**src/rtl/data_mem_rr_arbiter.sv**
```systemverilog
// Round-robin arbiter sharing one single-port data memory between NREQ requesters.
// One access in flight at a time: IDLE -> ISSUE (-> WAIT for reads) -> IDLE.

module data_mem_rr_arbiter_lane #(
  parameter int NREQ = 4,
  parameter int IDX  = 0
) (
  input  logic                    req,
  input  logic [$clog2(NREQ)-1:0] lg,
  output logic                    hi
);
  localparam int IW = $clog2(NREQ);

  // Requester sits above the last winner, so it has priority this round.
  assign hi = req && (IW'(IDX) > lg);
endmodule

module data_mem_rr_arbiter #(
  parameter int NREQ   = 4,
  parameter int AW     = 8,
  parameter int DW     = 32,
  parameter int RD_LAT = 1
) (
  input  logic               clk,
  input  logic               rst,
  input  logic [NREQ-1:0]    req,
  input  logic [NREQ-1:0]    we,
  input  logic [NREQ*AW-1:0] addr,
  input  logic [NREQ*DW-1:0] wdata,
  output logic [NREQ-1:0]    gnt,
  output logic [NREQ-1:0]    rvalid,
  output logic [DW-1:0]      rdata,
  output logic               mem_en,
  output logic               mem_we,
  output logic [AW-1:0]      mem_addr,
  output logic [DW-1:0]      mem_wdata,
  input  logic [DW-1:0]      mem_rdata,
  output logic               busy
);
  localparam int IW = $clog2(NREQ);
  localparam int CW = $clog2(RD_LAT + 1);
  localparam logic [CW-1:0]   LAT_C = CW'(RD_LAT);
  localparam logic [NREQ-1:0] ONE   = NREQ'(1);

  typedef enum logic [1:0] {IDLE, ISSUE, WAIT} state_t;

  typedef struct packed {
    logic          we;
    logic [AW-1:0] addr;
    logic [DW-1:0] wdata;
  } mem_req_t;

  state_t                    state;
  logic [IW-1:0]             lg;
  logic [CW-1:0]             cnt;
  logic [NREQ-1:0][AW-1:0]   addr_a;
  logic [NREQ-1:0][DW-1:0]   wdata_a;
  logic [NREQ-1:0]           hi;
  logic [IW-1:0]             win;
  logic                      found;
  mem_req_t                  cand;

  assign addr_a  = addr;
  assign wdata_a = wdata;
  assign busy    = (state != IDLE);

  for (genvar i = 0; i < NREQ; i++) begin : g_lane
    data_mem_rr_arbiter_lane #(.NREQ(NREQ), .IDX(i)) u_lane (
      .req (req[i]),
      .lg  (lg),
      .hi  (hi[i])
    );
  end

  // Lowest index above lg wins; otherwise wrap to the lowest requesting index.
  always_comb begin
    win   = '0;
    found = 1'b0;
    for (int i = 0; i < NREQ; i++)
      if (hi[i] && !found) begin
        win   = IW'(i);
        found = 1'b1;
      end
    for (int i = 0; i < NREQ; i++)
      if (req[i] && !found) begin
        win   = IW'(i);
        found = 1'b1;
      end
    cand.we    = we[win];
    cand.addr  = addr_a[win];
    cand.wdata = wdata_a[win];
  end

  always_ff @(posedge clk or posedge rst) begin
    if (rst) begin
      state     <= IDLE;
      lg        <= IW'(NREQ - 1);
      cnt       <= '0;
      gnt       <= '0;
      rvalid    <= '0;
      rdata     <= '0;
      mem_en    <= 1'b0;
      mem_we    <= 1'b0;
      mem_addr  <= '0;
      mem_wdata <= '0;
    end else begin
      gnt    <= '0;
      rvalid <= '0;
      case (state)
        IDLE: if (|req) begin
          lg        <= win;
          gnt       <= ONE << win;
          mem_en    <= 1'b1;
          mem_we    <= cand.we;
          mem_addr  <= cand.addr;
          mem_wdata <= cand.wdata;
          state     <= ISSUE;
        end
        ISSUE: begin
          mem_en <= 1'b0;
          mem_we <= 1'b0;
          // mem_we still holds the captured access type during ISSUE.
          if (mem_we) state <= IDLE;
          else begin
            state <= WAIT;
            cnt   <= CW'(1);
          end
        end
        WAIT: begin
          // lg is the owner: it only moves on a grant, which cannot happen here.
          if (cnt == LAT_C) begin
            rdata  <= mem_rdata;
            rvalid <= ONE << lg;
            cnt    <= '0;
            state  <= IDLE;
          end else begin
            cnt <= cnt + CW'(1);
          end
        end
        default: state <= IDLE;
      endcase
    end
  end
endmodule
```
**config.mk**
```make
export PLATFORM = sky130hd
export DESIGN_NAME = data_mem_rr_arbiter
export DESIGN_NICKNAME = d
export VERILOG_FILES = /design/src/rtl/data_mem_rr_arbiter.sv
export SDC_FILE = /design/constraint.sdc
export NUM_CORES = 1
export LEC_CHECK = 0
export CORE_MARGIN = 2
export CORE_UTILIZATION = 41
export CTS_BUF_LIST = sky130_fd_sc_hd__clkbuf_2 sky130_fd_sc_hd__clkbuf_4 sky130_fd_sc_hd__clkbuf_8
export DETAILED_ROUTE_END_ITERATION = 7
export PLACE_DENSITY_LB_ADDON = 0.05
export SLEW_MARGIN = 0
export SYNTH_ARGS = -nofsm -noshare
export SYNTH_HDL_FRONTEND = slang
export SYNTH_SLANG_ARGS = --single-unit
```
**constraint.sdc**
```tcl
create_clock -name clk -period 4 [get_ports clk]
set_clock_uncertainty 0.1 [all_clocks]
set_input_delay 0.4 -clock clk [delete_from_list [all_inputs] [get_ports clk]]
set_output_delay 0.4 -clock clk [all_outputs]
set_load 0.005 [all_outputs]
```
==> results of run 1 <==
flip-flops by register name, indices dropped and copies added, names as in the netlist:
name and count:
mem_en 1, state 2, gnt 4, mem_addr 8, lg 2, rvalid 4, rdata 32, mem_wdata 32
cnt 1, mem_we 1
layer usage:
layer	wire (um)	vias up	track usage (%)
met5	0	-	0
met4	420	0	9.49
met3	1580	27	8.24
met2	8310	191	48.2
met1	6100	2223	29.4
li1	-	2155	-
power by group:
group          internal [uW]  switching [uW]
Combinational           1620            1240
Clock                    255             332
Sequential              1320             257
Total                   3200            1830
critical path, cell delays in order:
cell	delay [ps]
sky130_fd_sc_hd__clkdlybuf4s50_1	490
sky130_fd_sc_hd__nor2_1	490
sky130_fd_sc_hd__a22oi_1	210
sky130_fd_sc_hd__o2bb2ai_4	780
sky130_fd_sc_hd__a221oi_1	210
sky130_fd_sc_hd__a21oi_1	230
logic make-up (layout without fill, tap and decap cells):
family                 count (synthesis)  count (layout)  share of synthesized area (%)
and+or+nand+nor                      152             152                           13.6
AOI/OAI and AO/OA                     99              99                           15.4
DFF                                   87              87                           47.7
muxes                                 74              74                           18.2
buffers and inverters                 42             317                           5.12
metrics by stage:
step	instance area [um2]	cells	setup WS [ps]	utilization [%]
6_report	7680	869	1350	70.9
5_1_grt	7680	869	1170	70.9
4_1_cts	7680	869	1350	70.9
3_5_place_dp	7500	853	948	69.2
3_3_place_gp	7500	853	1070	69.2
2_1_floorplan	4570	454	1250	-
placed cells by master, fill, tap and decap left out, types with 2 or more instances in the layout:
cell type | Yosys | layout
sky130_fd_sc_hd__nor3_1 | 6 | 6
sky130_fd_sc_hd__inv_1 | 7 | 5
sky130_fd_sc_hd__mux2_2 | 70 | 70
sky130_fd_sc_hd__a221oi_1 | 40 | 40
sky130_fd_sc_hd__and2_1 | 2 | 2
sky130_fd_sc_hd__dfrtp_1 | 85 | 85
sky130_fd_sc_hd__nor2_1 | 46 | 46
sky130_fd_sc_hd__nand2_1 | 84 | 84
sky130_fd_sc_hd__a21oi_1 | 43 | 43
sky130_fd_sc_hd__nand2b_1 | 4 | 4
sky130_fd_sc_hd__clkinv_4 | 0 | 3
sky130_fd_sc_hd__mux2_1 | 3 | 3
sky130_fd_sc_hd__clkdlybuf4s50_1 | 0 | 284
sky130_fd_sc_hd__dfstp_2 | 2 | 2
sky130_fd_sc_hd__nand3_1 | 3 | 3
sky130_fd_sc_hd__clkbuf_8 | 0 | 10
sky130_fd_sc_hd__o21ai_0 | 4 | 4
sky130_fd_sc_hd__buf_4 | 8 | 9
synthesized netlist by cell type (all sizes together):
master / instances / share of area, %
a311o: 1 / 0.22
o21ai: 4 / 0.44
a221oi: 40 / 7.7
a311oi: 1 / 0.33
clkbuf: 11 / 0.90
mux2i: 1 / 0.22
nor3b: 1 / 0.16
a21o: 2 / 0.33
dfrtp: 85 / 47
dfstp: 2 / 1.2
o2bb2ai: 1 / 0.19
mux2: 73 / 18
nand3: 3 / 0.33
buf: 24 / 3.6
nor2b: 1 / 0.14
nand2b: 5 / 0.74
nand3b: 1 / 0.16
nor3: 6 / 0.66
o22ai: 1 / 0.14
a22oi: 1 / 0.16
a21oi: 43 / 4.7
inv: 7 / 0.58
o211a: 1 / 0.22
or2: 2 / 0.27
and2: 2 / 0.27
a211oi: 2 / 0.60
nand2: 84 / 6.9
o211ai: 1 / 0.16
nor2: 46 / 3.8
a211o: 1 / 0.19
nor4: 1 / 0.14
worst paths after layout:
check                              startpoint                         to  depth (start not counted)
setup / recovery                       req[3]    mem_addr[7]$_DFFE_PP0P_                          6
hold / removal             mem_en$_DFFE_PP0P_         mem_en$_DFFE_PP0P_                          2
setup reg to reg            lg[1]$_DFFE_PP1P_    mem_addr[1]$_DFFE_PP0P_                          6
hold reg to reg            mem_en$_DFFE_PP0P_         mem_en$_DFFE_PP0P_                          2
max in group asynchronous                 rst  mem_wdata[24]$_DFFE_PP0P_                          3
min in group asynchronous                 rst  mem_wdata[31]$_DFFE_PP0P_                          2
final cells by class:
| cell class | instances | area share (%) |
|---|---|---|
| Tap cell | 140 | 2.28 |
| Clock buffer | 11 | 1.89 |
| Inverter | 7 | 0.358 |
| Multi-Input combinational cell | 325 | 28.4 |
| Clock inverter | 5 | 0.554 |
| Sequential cell | 87 | 28.4 |
| Timing Repair Buffer | 294 | 38.1 |
==> flow_summary_export.csv, run 1 <==
group,metric,value,unit
route,dr_wl_cell,18.9,um
timing,min_period_over_period,66.3,%
power,power.total,5020,uW
cts,clock_latency,360,ps
route,totalWireLength,16400,um
power,pwr_density_cell,654,mW/mm2
worst_hold_path,hold_class,"reg2reg",
global_route,grt_usage,26.7,%
global_route,grt_antenna_before_repair,0,
cts,root_buffer,"sky130_fd_sc_hd__clkbuf_8",
place,port_buffers,284,
die,floorplan.core_area,0.0108,mm2
timing,relSlewSlack,35.3,%
global_route,grt.overflow.total,0,
die,start_util,42.1,%
timing,fin_hold_ws,388,ps
cts,tritoncts,"done",
synth,yosys.cell_types.count,38,
critical_path,cp.required,4180,ps
timing,finalSetupTns,0,ps
synth,synth-seq-cells,87,
cts,number_of_hold_buffers_added_after_cts,0,
timing,timing_worst_slew_pin_value,969,ps
synth,synthesis.yosys.warnings,0,
route,postRouteAntennaNets,0,
critical_path,setup.worst_path.end_class,"flip-flop",
finish,final_layout_size_suffix_gt1_share,14.4,%
die,io-pin-count,285,
cts,post_cts.resized_instances,0,
job,maxCapViolations,0,
outcome,status,"finished clean",
route,drcViolationCount,0,
critical_path,reg2reg_slack,1430,ps
finish,area_of_the_multi_input_gates,0.00218,mm2
finish,ff_latch_area,0.00218,mm2
timing,grt_setup_unrepaired,"no",
finish,fill_cells,862,
synth,postSynthAreaPerCell,10.1,um2
global_route,grt_pass1_vias,4704,
cts,path_clk_slew,90,ps
synth,synth.yosys.seq_area_share,47.7,%
place,gpl.final_weighted_congestion,0.823,
global_route,first_pass_grt_wire_length,24300,um
die,die_h,110,um
timing,finalCriticalPeriod,2650,ps
cts,cts_buffer_depth,2,
finish,areaGrowthSynthToFinish,68.3,%
route,number_of_vias_after_detailed_routing,4596,
die,fp.dieArea,0.0120,mm2
cts,clock_buffers_created_by_tritoncts,9,
critical_path,worst_endpoint_data_arrival_time,2830,ps
finish,n_antenna_cell,0,
power,p_leak,0.00306,uW
route,drt-pass1-iter-count,4,
cts,postCtsSetupBuffers,0,
cts,cts.sinks,87,
global_route,pin_count_of_the_biggest_net_entering_global_routing,59,
synth,post_synthesis_cell_area,0.00457,mm2
finish,finalNetCount,926,
timing,setup_violations,0,
place,post-dp-hpwl,12200,um
timing,report.final.hold_viol_count,0,
route,detailedRoute.firstIterationViolations,228,
critical_path,critPathKind,"in2reg",
timing,timing.final.max_slew_violations,0,
synth,syn-instance-count,454,
synth,postSynthNetCount,656,
critical_path,setup.worst_path.start_class,"input port",
critical_path,highest_fanout_seen_on_the_critical_path,33,
route,via_density_per_instance,5.29,
die,floorplan.rows,38,
power,worst_ir_drop_vdd,0.000393,V
die,die_width,110,um
cts,cts-htree-levels,3,
timing,max_clock_freq,0.377,GHz
No activity file was read; power rests on OpenSTA's default activity.
==> run 2, diff against run 1 <==
--- a/config.mk
+++ b/config.mk
@@ -5,8 +5,9 @@
 export SDC_FILE = /design/constraint.sdc
 export NUM_CORES = 1
 export LEC_CHECK = 0
+export CORE_ASPECT_RATIO = 1.2
 export CORE_MARGIN = 2
-export CORE_UTILIZATION = 41
+export CORE_UTILIZATION = 35
 export CTS_BUF_LIST = sky130_fd_sc_hd__clkbuf_2 sky130_fd_sc_hd__clkbuf_4 sky130_fd_sc_hd__clkbuf_8
 export DETAILED_ROUTE_END_ITERATION = 7
 export PLACE_DENSITY_LB_ADDON = 0.05
==> constraint.sdc (replaced) <==
create_clock -name clk -period 2.3 [get_ports clk]
set_clock_uncertainty 0.1 [all_clocks]
set_input_delay 0.23 -clock clk [delete_from_list [all_inputs] [get_ports clk]]
set_output_delay 0.23 -clock clk [all_outputs]
set_load 0.005 [all_outputs]
==> run 2 against run 1 <==
Effect of this change:
- cell count up 4.6%
- setup slack lost 1200 ps
- utilization fell by 8.0 points
- critical endpoint is now mem_addr[4]$_DFFE_PP0P_
- largest cell class unchanged
- largest power group unchanged
- highest routed layer unchanged
==> flow_summary_export.csv, run 2 (synthesized netlist as in run 1, its figures left out) <==
group,metric,value,unit
cts,clock_buffers_created_by_tritoncts,9,
timing,timing_worst_slew_pin_value,501,ps
cts,postCtsSetupBuffers,0,
finish,final_core_util,62.9,%
timing,grt_setup_unrepaired,"no",
route,drt-pass1-iter-count,6,
power,pwr_density_cell,1150,mW/mm2
cts,tritoncts,"done",
route,drcViolationCount,0,
die,start_util,35.9,%
cts,number_of_hold_buffers_added_after_cts,0,
finish,areaGrowthSynthToFinish,75.2,%
route,detailedRoute.firstIterationViolations,265,
cts,clock_latency,370,ps
route,via_density_per_instance,5.04,
global_route,grt_antenna_before_repair,0,
place,post-dp-hpwl,12400,um
timing,relSlewSlack,66.6,%
timing,max_clock_freq,0.456,GHz
critical_path,critPathKind,"reg2reg",
cts,cts-htree-levels,3,
finish,final_layout_size_suffix_gt1_share,16.4,%
finish,finalNetCount,942,
die,floorplan.rows,45,
cts,cts.sinks,87,
route,postRouteAntennaNets,0,
timing,report.final.hold_viol_count,0,
worst_hold_path,hold_class,"in2async",
timing,setup_violations,0,
job,maxCapViolations,0,
finish,layout_top_registers,"mem_wdata (32), rdata (32), mem_addr (8)",
timing,postLayoutSetupSlackWorst,105,ps
global_route,pin_count_of_the_biggest_net_entering_global_routing,43,
finish,layout_common_cells,"284 x sky130_fd_sc_hd__clkdlybuf4s50_1, 85 x sky130_fd_sc_hd__dfrtp_1, 84 x sky130_fd_sc_hd__nand2_1",
die,floorplan.core_area,0.0127,mm2
route,number_of_vias_after_detailed_routing,4583,
power,power.total,9240,uW
global_route,grt_usage,22.7,%
timing,timing.final.max_slew_violations,0,
route,dr_wl_cell,17.7,um
cts,cts_buffer_depth,2,
place,port_buffers,284,
die,fp.dieArea,0.0140,mm2
critical_path,cp.required,2490,ps
cts,path_clk_slew,100,ps
finish,finalNonFillerCells,909,
finish,final_common_cell,"sky130_fd_sc_hd__clkdlybuf4s50_1",
die,io-pin-count,285,
power,worst_ir_drop_vdd,0.000569,V
critical_path,highest_fanout_seen_on_the_critical_path,23,
outcome,status,"finished clean",
timing,finalCriticalPeriod,2200,ps
finish,n_antenna_cell,0,
place,preCtsSetupSlack,-53.1,ps
timing,min_period_over_period,95.4,%
timing,finalSetupTns,0,ps
global_route,first_pass_grt_wire_length,24100,um
global_route,grt.overflow.total,0,
route,totalWireLength,16100,um
power,p_leak,0.00319,uW
cts,root_buffer,"sky130_fd_sc_hd__clkbuf_8",
die,die_h,129,um
die,die_width,108,um
critical_path,setup.worst_path.start_class,"flip-flop",
critical_path,setup.worst_path.end_class,"flip-flop",
global_route,grt_pass1_vias,4610,
place,gpl.final_weighted_congestion,0.800,
critical_path,worst_endpoint_data_arrival_time,2380,ps
place,dp_cells,893,
[run 2: path summary, 6_finish.rpt]
kind | startpoint | end | slack (ps) | depth (start not counted)
worst max-delay path | lg[0]$_DFFE_PP1P_ | mem_addr[4]$_DFFE_PP0P_ | 100 | 6
worst max register to register | lg[0]$_DFFE_PP1P_ | mem_addr[4]$_DFFE_PP0P_ | 100 | 6
worst min-delay path | rst | mem_addr[7]$_DFFE_PP0P_ | 110 | 2
worst min register to register | cnt$_DFFE_PP0P_ | state[1]$_DFFE_PP0P_ | 400 | 1
max in group asynchronous | rst | rvalid[3]$_DFF_PP0_ | 1460 | 3
min in group clk | mem_rdata[19] | rdata[19]$_DFFE_PP0P_ | 360 | 2
[run 2: cell type report]
| type | count | area [um2] |
|---|---|---|
| multi-input cells | 325 | 2190 |
| fillers | 1086 | 4720 |
| flip-flops and latches | 87 | 2180 |
| well taps | 164 | 205 |
| repair buffers | 310 | 3150 |
| inverters | 7 | 30.0 |
| clock inverters | 7 | 125 |
| clock buffers | 9 | 124 |
[run 2: worst max-delay path, stage by stage (launching register included)]
cell,delay (ps)
sky130_fd_sc_hd__dfstp_2,590
sky130_fd_sc_hd__nand2b_2,200
sky130_fd_sc_hd__o21ai_0,170
sky130_fd_sc_hd__a211oi_4,350
sky130_fd_sc_hd__buf_12,230
sky130_fd_sc_hd__mux2_2,350
sky130_fd_sc_hd__a21oi_1,140
[run 2: metal layers]
| metal | vias to the layer above | part of all wire [%] | track usage (%) | wire, um |
|---|---|---|---|---|
| li1 | 2187 | - | - | - |
| met1 | 2163 | 37 | 25.6 | 5970 |
| met2 | 209 | 50 | 39.6 | 8050 |
| met3 | 24 | 11 | 7.65 | 1720 |
| met4 | 0 | 2.1 | 8.52 | 340 |
| met5 | - | 0 | 0 | 0 |
[run 2: timing repair]
action,CTS,global route
resized for setup,0,1
setup endpoints to repair,0,25
endpoints found under the hold margin,0,0
[run 2: where the power goes]
part	internal (uW)	switching [uW]
Combinational	3010	2180
Sequential	2300	412
Clock	735	599
[run 2: stage by stage]
stage          instance area, um2  hold WS [ps]
2_1_floorplan                4570           281
3_3_place_gp                 7750           363
3_5_place_dp                 7750           381
4_1_cts                      8000           108
5_1_grt                      8000           126
6_report                     8000           110
==> run 3, diff against run 2 <==
--- a/config.mk
+++ b/config.mk
@@ -5,12 +5,12 @@
 export SDC_FILE = /design/constraint.sdc
 export NUM_CORES = 1
 export LEC_CHECK = 0
-export CORE_ASPECT_RATIO = 1.2
 export CORE_MARGIN = 2
 export CORE_UTILIZATION = 35
 export CTS_BUF_LIST = sky130_fd_sc_hd__clkbuf_2 sky130_fd_sc_hd__clkbuf_4 sky130_fd_sc_hd__clkbuf_8
 export DETAILED_ROUTE_END_ITERATION = 7
 export PLACE_DENSITY_LB_ADDON = 0.05
+export SKIP_CTS_REPAIR_TIMING = 1
 export SLEW_MARGIN = 0
 export SYNTH_ARGS = -nofsm -noshare
 export SYNTH_HDL_FRONTEND = slang
==> run 3 against run 2 <==
Effect of this change:
- utilization up 0.60 points
- largest cell class unchanged
- sequential share of layout area down 0.14 points
- count of clock-buffer cells in the layout unchanged
- sequential cell count unchanged
- critical endpoint is now mem_wdata[8]$_DFFE_PP0P_
==> flow_summary_export.csv, run 3 (synthesized netlist as in run 1, its figures left out) <==
group,metric,value,unit
critical_path,setup.worst_path.end_class,"flip-flop",
critical_path,critPathKind,"reg2reg",
place,gpl.final_weighted_congestion,0.864,
route,detailedRoute.firstIterationViolations,194,
finish,finalNonFillerCells,922,
finish,n_antenna_cell,0,
die,floorplan.rows,41,
route,dr_wl_cell,18.2,um
place,dpl_cell_area,0.00777,mm2
die,start_util,36.0,%
finish,layout_common_cells,"284 x sky130_fd_sc_hd__clkdlybuf4s50_1, 85 x sky130_fd_sc_hd__dfrtp_1, 84 x sky130_fd_sc_hd__nand2_1",
timing,postLayoutSetupSlackWorst,101,ps
timing,min_period_over_period,95.6,%
finish,layout_top_registers,"mem_wdata (32), rdata (32), mem_addr (8)",
route,drt-pass1-iter-count,5,
finish,finalInstanceArea,0.00804,mm2
die,die_width,118,um
global_route,grt.overflow.total,0,
global_route,pin_count_of_the_biggest_net_entering_global_routing,37,
timing,timing.final.max_slew_violations,0,
cts,tritoncts,"done",
global_route,grt_antenna_before_repair,0,
power,worst_ir_drop_vdd,0.000683,V
cts,clock_latency,370,ps
global_route,grt_pass1_vias,4923,
global_route,grt_usage,23.8,%
place,dp_cells,903,
timing,max_clock_freq,0.455,GHz
finish,areaGrowthSynthToFinish,76.1,%
critical_path,worst_endpoint_data_arrival_time,2350,ps
route,number_of_vias_after_detailed_routing,4632,
timing,report.final.hold_viol_count,0,
finish,fill_cells,1069,
global_route,first_pass_grt_wire_length,26200,um
job,maxCapViolations,0,
place,post-dp-hpwl,12700,um
outcome,status,"finished clean",
die,fp.dieArea,0.0140,mm2
die,die_h,118,um
route,via_density_per_instance,5.02,
route,postRouteAntennaNets,0,
cts,cts.sinks,87,
die,io-pin-count,285,
cts,path_clk_slew,90,ps
cts,cts-htree-levels,3,
place,port_buffers,284,
route,drcViolationCount,0,
die,floorplan.core_area,0.0127,mm2
route,totalWireLength,16800,um
timing,timing_worst_slew_pin_value,466,ps
finish,finalNetCount,947,
power,p_leak,0.00322,uW
worst_hold_path,hold_class,"in2async",
cts,root_buffer,"sky130_fd_sc_hd__clkbuf_8",
critical_path,setup.worst_path.start_class,"flip-flop",
critical_path,highest_fanout_seen_on_the_critical_path,22,
finish,final_common_cell,"sky130_fd_sc_hd__clkdlybuf4s50_1",
place,preCtsSetupSlack,-67.6,ps
finish,final_layout_size_suffix_gt1_share,17.1,%
cts,clock_buffers_created_by_tritoncts,9,
power,pwr_density_cell,1160,mW/mm2
timing,relSlewSlack,68.9,%
timing,finalCriticalPeriod,2200,ps
timing,setup_violations,0,
critical_path,cp.required,2450,ps
timing,grt_setup_unrepaired,"no",
cts,cts_buffer_depth,2,
## run 3: changes by cell type in the layout (fill, tap and decap cells not counted)
| cell | before | now |
|---|---|---|
| sky130_fd_sc_hd__buf_4 | 17 | 21 |
| sky130_fd_sc_hd__bufinv_16 | 3 | 2 |
| sky130_fd_sc_hd__clkbuf_16 | 0 | 1 |
| sky130_fd_sc_hd__clkinv_1 | 1 | 0 |
| sky130_fd_sc_hd__clkinvlp_4 | 1 | 2 |
| sky130_fd_sc_hd__inv_2 | 0 | 1 |
| sky130_fd_sc_hd__o21ai_0 | 4 | 3 |
| sky130_fd_sc_hd__o21ai_1 | 0 | 1 |
## run 3: final timing paths
check | end | cells after the start | startpoint | slack (ps)
max | mem_wdata[8]$_DFFE_PP0P_ | 6 | lg[1]$_DFFE_PP1P_ | 100
min | rdata[28]$_DFFE_PP0P_ | 3 | rst | 240
max reg2reg | mem_wdata[8]$_DFFE_PP0P_ | 6 | lg[1]$_DFFE_PP1P_ | 100
min reg2reg | mem_en$_DFFE_PP0P_ | 2 | mem_en$_DFFE_PP0P_ | 400
max in group asynchronous | lg[0]$_DFFE_PP1P_ | 3 | rst | 1530
min in group clk | rdata[23]$_DFFE_PP0P_ | 2 | mem_rdata[23] | 360
## run 3: layout make-up
| type | count | area (um2) | area share (%) |
|---|---|---|---|
| flip-flops and latches | 87 | 2180 | 27.1 |
| repair buffers | 315 | 3210 | 39.9 |
| clock inverters | 7 | 103 | 1.28 |
| inverters | 7 | 30.0 | 0.373 |
| clock buffers | 9 | 124 | 1.54 |
| well taps | 172 | 215 | 2.68 |
| multi-input cells | 325 | 2190 | 27.2 |
## run 3: routing by layer
layer  wire [um]  up-vias  share of wire (%)  GRT usage (%)
met5           0        -                  0              0
met4         242        0                1.4           6.48
met3        1590       18                9.4           8.98
met2        8380      191                 50           41.5
met1        6590     2230                 39           27.1
li1            -     2193                  -              -
## run 3: power breakdown
group | internal (uW) | switching (uW)
Combinational | 3120 | 2240
Sequential | 2300 | 437
Clock | 625 | 611
## run 3: critical path, cell delays in order, from the launching register on
cell	delay [ps]
sky130_fd_sc_hd__dfstp_2	710
sky130_fd_sc_hd__nor2_1	110
sky130_fd_sc_hd__a211o_1	240
sky130_fd_sc_hd__o211a_1	190
sky130_fd_sc_hd__buf_12	180
sky130_fd_sc_hd__a221oi_1	410
sky130_fd_sc_hd__a21oi_1	130
## run 3: per-stage QoR
step / utilization [%] / setup TNS, ps / hold slack (ps) / total power [uW]
after floorplan: - / 0 / 281 / 5350
after global placement: 61.4 / -33.5 / 367 / 7960
after detailed placement: 61.4 / -1070 / 375 / 8090
after CTS: 63.1 / -33.3 / 242 / 9370
after global routing: 63.5 / 0 / 260 / 10000
final: 63.5 / 0 / 240 / 9330
